`src/rtl/hazard_pkg.sv`:
```
// Shared types and constants for the RV32I pipeline hazard controller.
package hazard_pkg;

    typedef enum logic {IDLE, WAIT} hz_state_t;

    localparam logic [1:0] FWD_RF  = 2'b00;
    localparam logic [1:0] FWD_WB  = 2'b01;
    localparam logic [1:0] FWD_MEM = 2'b10;

endpackage

```
`src/rtl/fwd_sel.sv`:
```
// E-stage operand forward select for one source register; M beats W.
module fwd_sel
    import hazard_pkg::*;
(
    input  logic [4:0] rs,
    input  logic [4:0] rdM,
    input  logic [4:0] rdW,
    input  logic       reg_writeM,
    input  logic       reg_writeW,
    output logic [1:0] fwd
);

    always_comb begin
        fwd = FWD_RF;
        if (rs != 5'd0 && rs == rdM && reg_writeM)
            fwd = FWD_MEM;
        else if (rs != 5'd0 && rs == rdW && reg_writeW)
            fwd = FWD_WB;
    end

endmodule

```
`src/rtl/hazard_ctrl.sv`:
```
// Stall/flush/forward control for the 5-stage core, including the data
// memory wait-state FSM with timeout and a saturating stall counter.
module hazard_ctrl
    import hazard_pkg::*;
#(
    parameter int TIMEOUT = 16,
    parameter int CNT_W   = 32
) (
    input  logic             clk,
    input  logic             rst,
    input  logic [4:0]       rs1D,
    input  logic [4:0]       rs2D,
    input  logic [4:0]       rs1E,
    input  logic [4:0]       rs2E,
    input  logic [4:0]       rdE,
    input  logic [4:0]       rdM,
    input  logic [4:0]       rdW,
    input  logic             reg_writeM,
    input  logic             reg_writeW,
    input  logic             loadE,
    input  logic             pc_srcE,
    input  logic             mem_reqM,
    input  logic             mem_ack,
    output logic             stallF,
    output logic             stallD,
    output logic             stallE,
    output logic             stallM,
    output logic             flushD,
    output logic             flushE,
    output logic             flushW,
    output logic [1:0]       forwardAE,
    output logic [1:0]       forwardBE,
    output logic             mem_err,
    output logic [CNT_W-1:0] stall_cnt
);

    localparam int WC_W = (TIMEOUT > 2) ? $clog2(TIMEOUT) : 1;
    localparam logic [WC_W-1:0] WC_LAST = WC_W'(TIMEOUT - 1);

    hz_state_t       state, state_nxt;
    logic [WC_W-1:0] wait_cnt, wait_cnt_nxt;
    logic            err_nxt;
    logic            timeout, mem_stall, lw_stall;
    logic [1:0]      fwd_a, fwd_b;

    fwd_sel u_fwd_a (
        .rs(rs1E), .rdM(rdM), .rdW(rdW),
        .reg_writeM(reg_writeM), .reg_writeW(reg_writeW), .fwd(fwd_a)
    );

    fwd_sel u_fwd_b (
        .rs(rs2E), .rdM(rdM), .rdW(rdW),
        .reg_writeM(reg_writeM), .reg_writeW(reg_writeW), .fwd(fwd_b)
    );

    // All controls are forced quiet while reset is held.
    assign timeout   = (state == WAIT) && (wait_cnt == WC_LAST);
    assign mem_stall = rst && mem_reqM && !mem_ack && !timeout;
    assign lw_stall  = rst && loadE && (rdE != 5'd0) && (rdE == rs1D || rdE == rs2D);

    assign stallF    = mem_stall || lw_stall;
    assign stallD    = mem_stall || lw_stall;
    assign stallE    = mem_stall;
    assign stallM    = mem_stall;
    assign flushW    = mem_stall;
    assign flushD    = rst && pc_srcE && !mem_stall;
    assign flushE    = rst && (lw_stall || pc_srcE) && !mem_stall;
    assign forwardAE = rst ? fwd_a : FWD_RF;
    assign forwardBE = rst ? fwd_b : FWD_RF;

    always_comb begin
        state_nxt    = state;
        wait_cnt_nxt = wait_cnt;
        err_nxt      = 1'b0;
        case (state)
            IDLE: begin
                if (mem_reqM && !mem_ack) begin
                    state_nxt    = WAIT;
                    wait_cnt_nxt = WC_W'(1);
                end
            end
            WAIT: begin
                if (!mem_reqM || mem_ack) begin
                    state_nxt    = IDLE;
                    wait_cnt_nxt = '0;
                end else if (timeout) begin
                    // Access abandoned: pipeline moves on, error reported next cycle.
                    state_nxt    = IDLE;
                    wait_cnt_nxt = '0;
                    err_nxt      = 1'b1;
                end else begin
                    wait_cnt_nxt = wait_cnt + WC_W'(1);
                end
            end
            default: begin
                state_nxt    = IDLE;
                wait_cnt_nxt = '0;
            end
        endcase
    end

    always_ff @(posedge clk) begin
        if (!rst) begin
            state     <= IDLE;
            wait_cnt  <= '0;
            mem_err   <= 1'b0;
            stall_cnt <= '0;
        end else begin
            state    <= state_nxt;
            wait_cnt <= wait_cnt_nxt;
            mem_err  <= err_nxt;
            if (mem_stall && stall_cnt != '1)
                stall_cnt <= stall_cnt + CNT_W'(1);
        end
    end

endmodule
```
`config.mk`:
```
export PLATFORM = sky130hd
export DESIGN_NAME = hazard_ctrl
export DESIGN_NICKNAME = d
export VERILOG_FILES = /design/src/rtl/hazard_pkg.sv /design/src/rtl/fwd_sel.sv /design/src/rtl/hazard_ctrl.sv
export SDC_FILE = /design/constraint.sdc
export NUM_CORES = 1
export LEC_CHECK = 0
export BUFFER_PORTS_ARGS = -buffer_cell sky130_fd_sc_hd__buf_2
export CELL_PAD_IN_SITES_DETAIL_PLACEMENT = 1
export CELL_PAD_IN_SITES_GLOBAL_PLACEMENT = 1
export CORE_UTILIZATION = 36
export DETAILED_ROUTE_END_ITERATION = 8
export PLACE_DENSITY = 0.9
export SLEW_MARGIN = 10
export SYNTH_ARGS = -nofsm -noshare
export SYNTH_HDL_FRONTEND = slang
export SYNTH_HIERARCHICAL = 1
export SYNTH_SLANG_ARGS = --single-unit
export TNS_END_PERCENT = 5
```
`constraint.sdc`:
```
create_clock -name clk -period 2.1 [get_ports clk]
set_input_delay 0.105 -clock clk [delete_from_list [all_inputs] [get_ports clk]]
set_output_delay 0.105 -clock clk [all_outputs]
set_load 0.01 [all_outputs]
```
Word level (Yosys, flattened, before mapping)
Cells that the tools add are included.
- bits in registers: 38
- input port bits: 43
- equality and inequality tests: 9
- muxes and demuxes: 15
- add/sub/neg operators: 2
- reductions and logical operators: 33
- bitwise gates (word level): 2
- operators with widths (operator ; count):
    $add A32 B1 Y32 const B ; 1
    $ne A32 B32 Y1 const B ; 1
    $eq A5 B5 Y1 ; 6
    $logic_and A1 B1 Y1 ; 21
    $reduce_bool A5 Y1 ; 3
    $mux W4 ; 3
    $mux W2 ; 4
    $pmux W4 S2 ; 1
    $mux W1 ; 6
    $add A4 B1 Y4 const B ; 1
    $eq A4 B4 Y1 const B ; 1
    $logic_not A1 Y1 ; 4
    $logic_or A1 B1 Y1 ; 4
    $reduce_or A3 Y1 ; 1
    $ne A2 B2 Y1 const B ; 1
    $not A1 Y1 ; 2
    $pmux W1 S2 ; 1

Logic depth before layout (Yosys ltp)
- depth in word-level cells: 6
- gate-level depth with buffers: 9

Modules after synthesis
The synthesis kept the hierarchy.
- by module, submodules not included (module ; cells an instance ; seq. area each (um2) ; instances ; area each (um2)):
    hazard_ctrl ; 256 ; 760.7 ; 1 ; 2177.1
    fwd_sel ; 18 ; 0.0 ; 2 ; 138.9

Worst setup path before layout
No wires, ideal clock.
- kind: register to register
- from: reg stall_cnt[0]
- to: reg stall_cnt[25]
- setup time: 0.115 ns
- stages on the path, launching flop included: 9
- clock period less this slack: 1.978 ns
- data required time: 1.985 ns
- arrival time: 1.863 ns
- setup slack: 0.122 ns
- path through: dfxtp_1 > ha_1 > nand4_1 > nor3_4 > and3_1 > buf_4 > buf_2 > nor3_1 > o21a_1
- longest elaborated chain between the ends: 2
- elaborated cells between the ends (all ways): 3
- classes of those cells: 1 x add/sub; 1 x eq/ne; 1 x reduce/logical
- RTL lines (item ; RTL line ; RTL):
    from (decl) ; hazard_ctrl.sv:34 ; output logic [CNT_W-1:0] stall_cnt
    from (signal assigned) ; hazard_ctrl.sv:113 ; stall_cnt <= stall_cnt + CNT_W'(1);
    parallel branches: the longest is 2 deep, another holds $add A32 B1 Y32 ; - ;
Several ways; the timed one is not identified.
A chain may end at the register's enable or synchronous reset.

Worst setup path after layout
- from: reg stall_cnt[1]
- to: reg stall_cnt[22]
Same word-level chain as after synthesis.

==> metrics.log <==
[metrics] result of the run: finished clean
[metrics] hold-fix buffer count after cts: 0
[metrics] clock transition at the registers of the reported paths: 80 ps
[metrics] portion of the clock cycle consumed by the worst path in the final layout: 0.955
[metrics] final WL: between 7 and 8 mm
[metrics] I/O pin cnt: 87
[metrics] LEAKAGE: 0.00135 µW
[metrics] cell count after synthesis: 292
[metrics] share of the yosys chip area belonging to registers: 0.310
[metrics] number of enable-type register cells in the synthesized netlist: 0
[metrics] Top Family by Delay on Critical Path: simple AND/OR/NAND/NOR gates
[metrics] area of the die: around 7000 µm²
[metrics] overall die height: roughly 85 µm
[metrics] Area contributors post-synth: sky130_fd_sc_hd__dfxtp_1 (31%), sky130_fd_sc_hd__xnor2_1 (8.6%), sky130_fd_sc_hd__nand2_1 (4.6%)
[metrics] grt total ovfl: 0
[metrics] number of clock sinks: 38
[metrics] initial antenna violation count: 0
[metrics] number of DRC markers after the initial detailed-route iteration: around 110
[metrics] CTS H-Tree Depth: 2
[metrics] worst path buffer plus inverter count: 1
[metrics] unique cell type count in the Yosys netlist: 49
[metrics] via count of the routed design: 2600
[metrics] routed len/inst: approximately 17 µm
[metrics] library cell contributing the largest single delay on the critical path: sky130_fd_sc_hd__or4_1
[metrics] top-count cell post-synth: sky130_fd_sc_hd__dfxtp_1
[metrics] fraction of final layout cells sized beyond drive strength 1: 0.326
[metrics] worst hold start: rst
[metrics] Crit Path Max Fanout: 12
[metrics] hold violation total from the final report: 0
[metrics] relative slew slack: 0.498
[metrics] number of global-route vias before repair: ~2700
[metrics] slew of the pin with the lowest slew margin: 750 ps
[metrics] detailed-placement wirelength estimate: ~5.8 mm
[metrics] final-layout worst hold slack: a little over 100 ps
[metrics] Layout fillers: slightly above 800
[metrics] width of the die: between 80 and 90 µm
[metrics] total routing usage reported by global routing: 0.224
[metrics] timing-limited maximum frequency: 499 MHz
[metrics] cell area after technology mapping: between 2000 and 2500 µm²
[metrics] number of pins with negative max-slew slack in the final report: 0
[metrics] Mean Syn Cell Area: about 8.4 µm²
[metrics] dominant cell type by area after synthesis: sky130_fd_sc_hd__dfxtp_1
[metrics] maximum buffer depth of the clock tree: 2
[metrics] leading cell types by count after synthesis: sky130_fd_sc_hd__dfxtp_1 (38), sky130_fd_sc_hd__nand2_1 (30), sky130_fd_sc_hd__xnor2_1 (24)
[metrics] post-synth top area share: 0.310
[metrics] type of the most critical hold path: input pin to flop
[metrics] arrival time reported for the critical path endpoint: 2240 ps
[metrics] register area: between 700 and 800 µm²
[metrics] worst setup path class: flop to flop
[metrics] layout overhead on the synthesized area: 27.3%
[metrics] critical-path cell list: ha_2 -> nand4_1 -> nor3_4 -> o311ai_4 -> buf_12 -> or4_1 -> a21oi_2
[metrics] core outline area: ~6500 µm²
[metrics] async set-or-reset flop fraction in the synthesized netlist: 0
[metrics] Primary FF master, synth: sky130_fd_sc_hd__dfxtp_1
[metrics] R2R Path Start: stall_cnt[1]
[metrics] DRT Pass-1 Iters: 6
[metrics] maximum number of pins on one net before global-route repair: 28
[metrics] vias per cell: between 5 and 6
[metrics] Clock Latency Late Sink: 300 ps
[metrics] Worst IR Drop VDD: a little over 0.4 mV
[metrics] Worst setup EP type: flop
[metrics] clock skew: about 6.1 ps
[metrics] required time at the worst-slack endpoint: roughly 2300 ps
[metrics] cts bufs inserted: 5
[metrics] antenna-violating nets left: 0
[metrics] Placer Congestion: roughly 0.81
[metrics] total of buffers placed on input and output ports: 86
[metrics] clock tree from TritonCTS: done
[metrics] total of warnings raised by yosys: 6
[metrics] Finish-stage setup viols: 0
[metrics] effective utilization at floorplan: 0.380
[metrics] first-pass GRT wire length: between 10 and 15 mm
[metrics] clock tree root buffer cell: sky130_fd_sc_hd__clkbuf_8
[metrics] power density of the placed cells: about 470 nW/µm²
[metrics] RSZ-0062 raised after global routing: true
[metrics] max-cap check violation count: 0
[metrics] beginning of the critical path: stall_cnt[1]
[metrics] total number of nets in the final design: 428
[metrics] Tmin final: ~2000 ps
[metrics] FP Rows: 29
[metrics] Synthesized Nets: 337
[metrics] flop and latch count out of synthesis: 38
[metrics] DR DRC count: 0
[metrics] antenna fix cells: 0
[metrics] CP startpoint kind: flop
[metrics] multi-input combinational cell area: approximately 1600 µm²
[metrics] TNS Setup: 0 ps
[metrics] critical path's largest stage delay: between 400 and 500 ps
==> cell usage in the layout, fill, tap and decap left out, types with 6 or more instances in the layout <==
master,instances
sky130_fd_sc_hd__or3_1,11
sky130_fd_sc_hd__xor2_1,10
sky130_fd_sc_hd__nand2_1,30
sky130_fd_sc_hd__and2_1,7
sky130_fd_sc_hd__nor2_1,13
sky130_fd_sc_hd__dfxtp_1,37
sky130_fd_sc_hd__o21ai_0,12
sky130_fd_sc_hd__clkbuf_8,6
sky130_fd_sc_hd__or4_1,9
sky130_fd_sc_hd__nand4_1,17
sky130_fd_sc_hd__mux2i_1,9
sky130_fd_sc_hd__buf_4,11
sky130_fd_sc_hd__nand3_1,12
sky130_fd_sc_hd__o31ai_1,6
sky130_fd_sc_hd__a21oi_1,20
sky130_fd_sc_hd__buf_2,86
sky130_fd_sc_hd__xnor2_1,24
==> cell type report <==
| cell class | count | share of cell area |
|---|---|---|
| clock inverters | 1 | 0.00160 |
| repair buffers | 99 | 0.177 |
| flip-flops and latches | 38 | 0.244 |
| inverters | 7 | 0.00841 |
| multi-input cells | 232 | 0.511 |
| clock buffers | 7 | 0.0276 |
| well taps | 77 | 0.0308 |
==> routing by layer <==
layer / up-vias / track usage / routed length [µm]
met5: - / 0 / 0
met4: 0 / 0.111 / 271
met3: 21 / 0.0334 / 233
met2: 80 / 0.407 / 3940
met1: 1253 / 0.255 / 3280
li1: 1246 / - / -
==> kinds of logic (layout without fill, tap and decap cells) <==
logic type                 after synthesis  after routing  share of synthesized area
xor gates and xnor gates                34             34                      0.121
and+or+nand+nor                        135            135                      0.339
AOI/OAI and AO/OA                       52             52                      0.134
DFF                                     38             38                      0.310
muxes                                    9              9                     0.0367
buffers and inverters                   22            114                     0.0489
adders and majority gates                2              2                     0.0102
==> worst register-to-register path, stage by stage, from the launching register on <==
cell	delay, ps
sky130_fd_sc_hd__dfxtp_1	340
sky130_fd_sc_hd__ha_2	200
sky130_fd_sc_hd__nand4_1	220
sky130_fd_sc_hd__nor3_4	320
sky130_fd_sc_hd__o311ai_4	170
sky130_fd_sc_hd__buf_12	170
sky130_fd_sc_hd__or4_1	420
sky130_fd_sc_hd__a21oi_2	120
==> repair_timing <==
action                     4_1_cts  5_1_grt
gates resized for setup          0        6
setup buffers                    0        1
setup endpoints to repair        0       18
==> power by group <==
group	internal, µW	leakage [µW]	switching, µW
clock	265	0.0000482	268
sequential	724	0.000307	4.30
combinational	92.5	0.000996	105
==> sequential cells by signal (all words and copies together), names as in the netlist <==
| signal | flops |
|---|---|
| state | 1 |
| stall_cnt | 32 |
| wait_cnt | 4 |
| mem_err | 1 |
==> final timing paths <==
path                   endpoint  slack [ps]  cells past startpoint
hold reg to reg     wait_cnt[1]         490                      2
setup / recovery  stall_cnt[22]         100                      7
setup reg to reg  stall_cnt[22]         100                      7
hold / removal            state         100                      3
==> per-stage QoR <==
step                      utilization  worst slack [ps]  instance area, µm²  power [µW]  cells
final                           0.484              95.1                3130        1460    461
after global routing            0.484             -72.3                3130        1520    461
after CTS                       0.477              49.2                3080        1470    460
after detailed placement        0.463              67.4                2990         942    452
after global placement          0.463               170                2990         933    452
after floorplan                     -               122                2450         851    292
(Power assumes the default switching activity.)
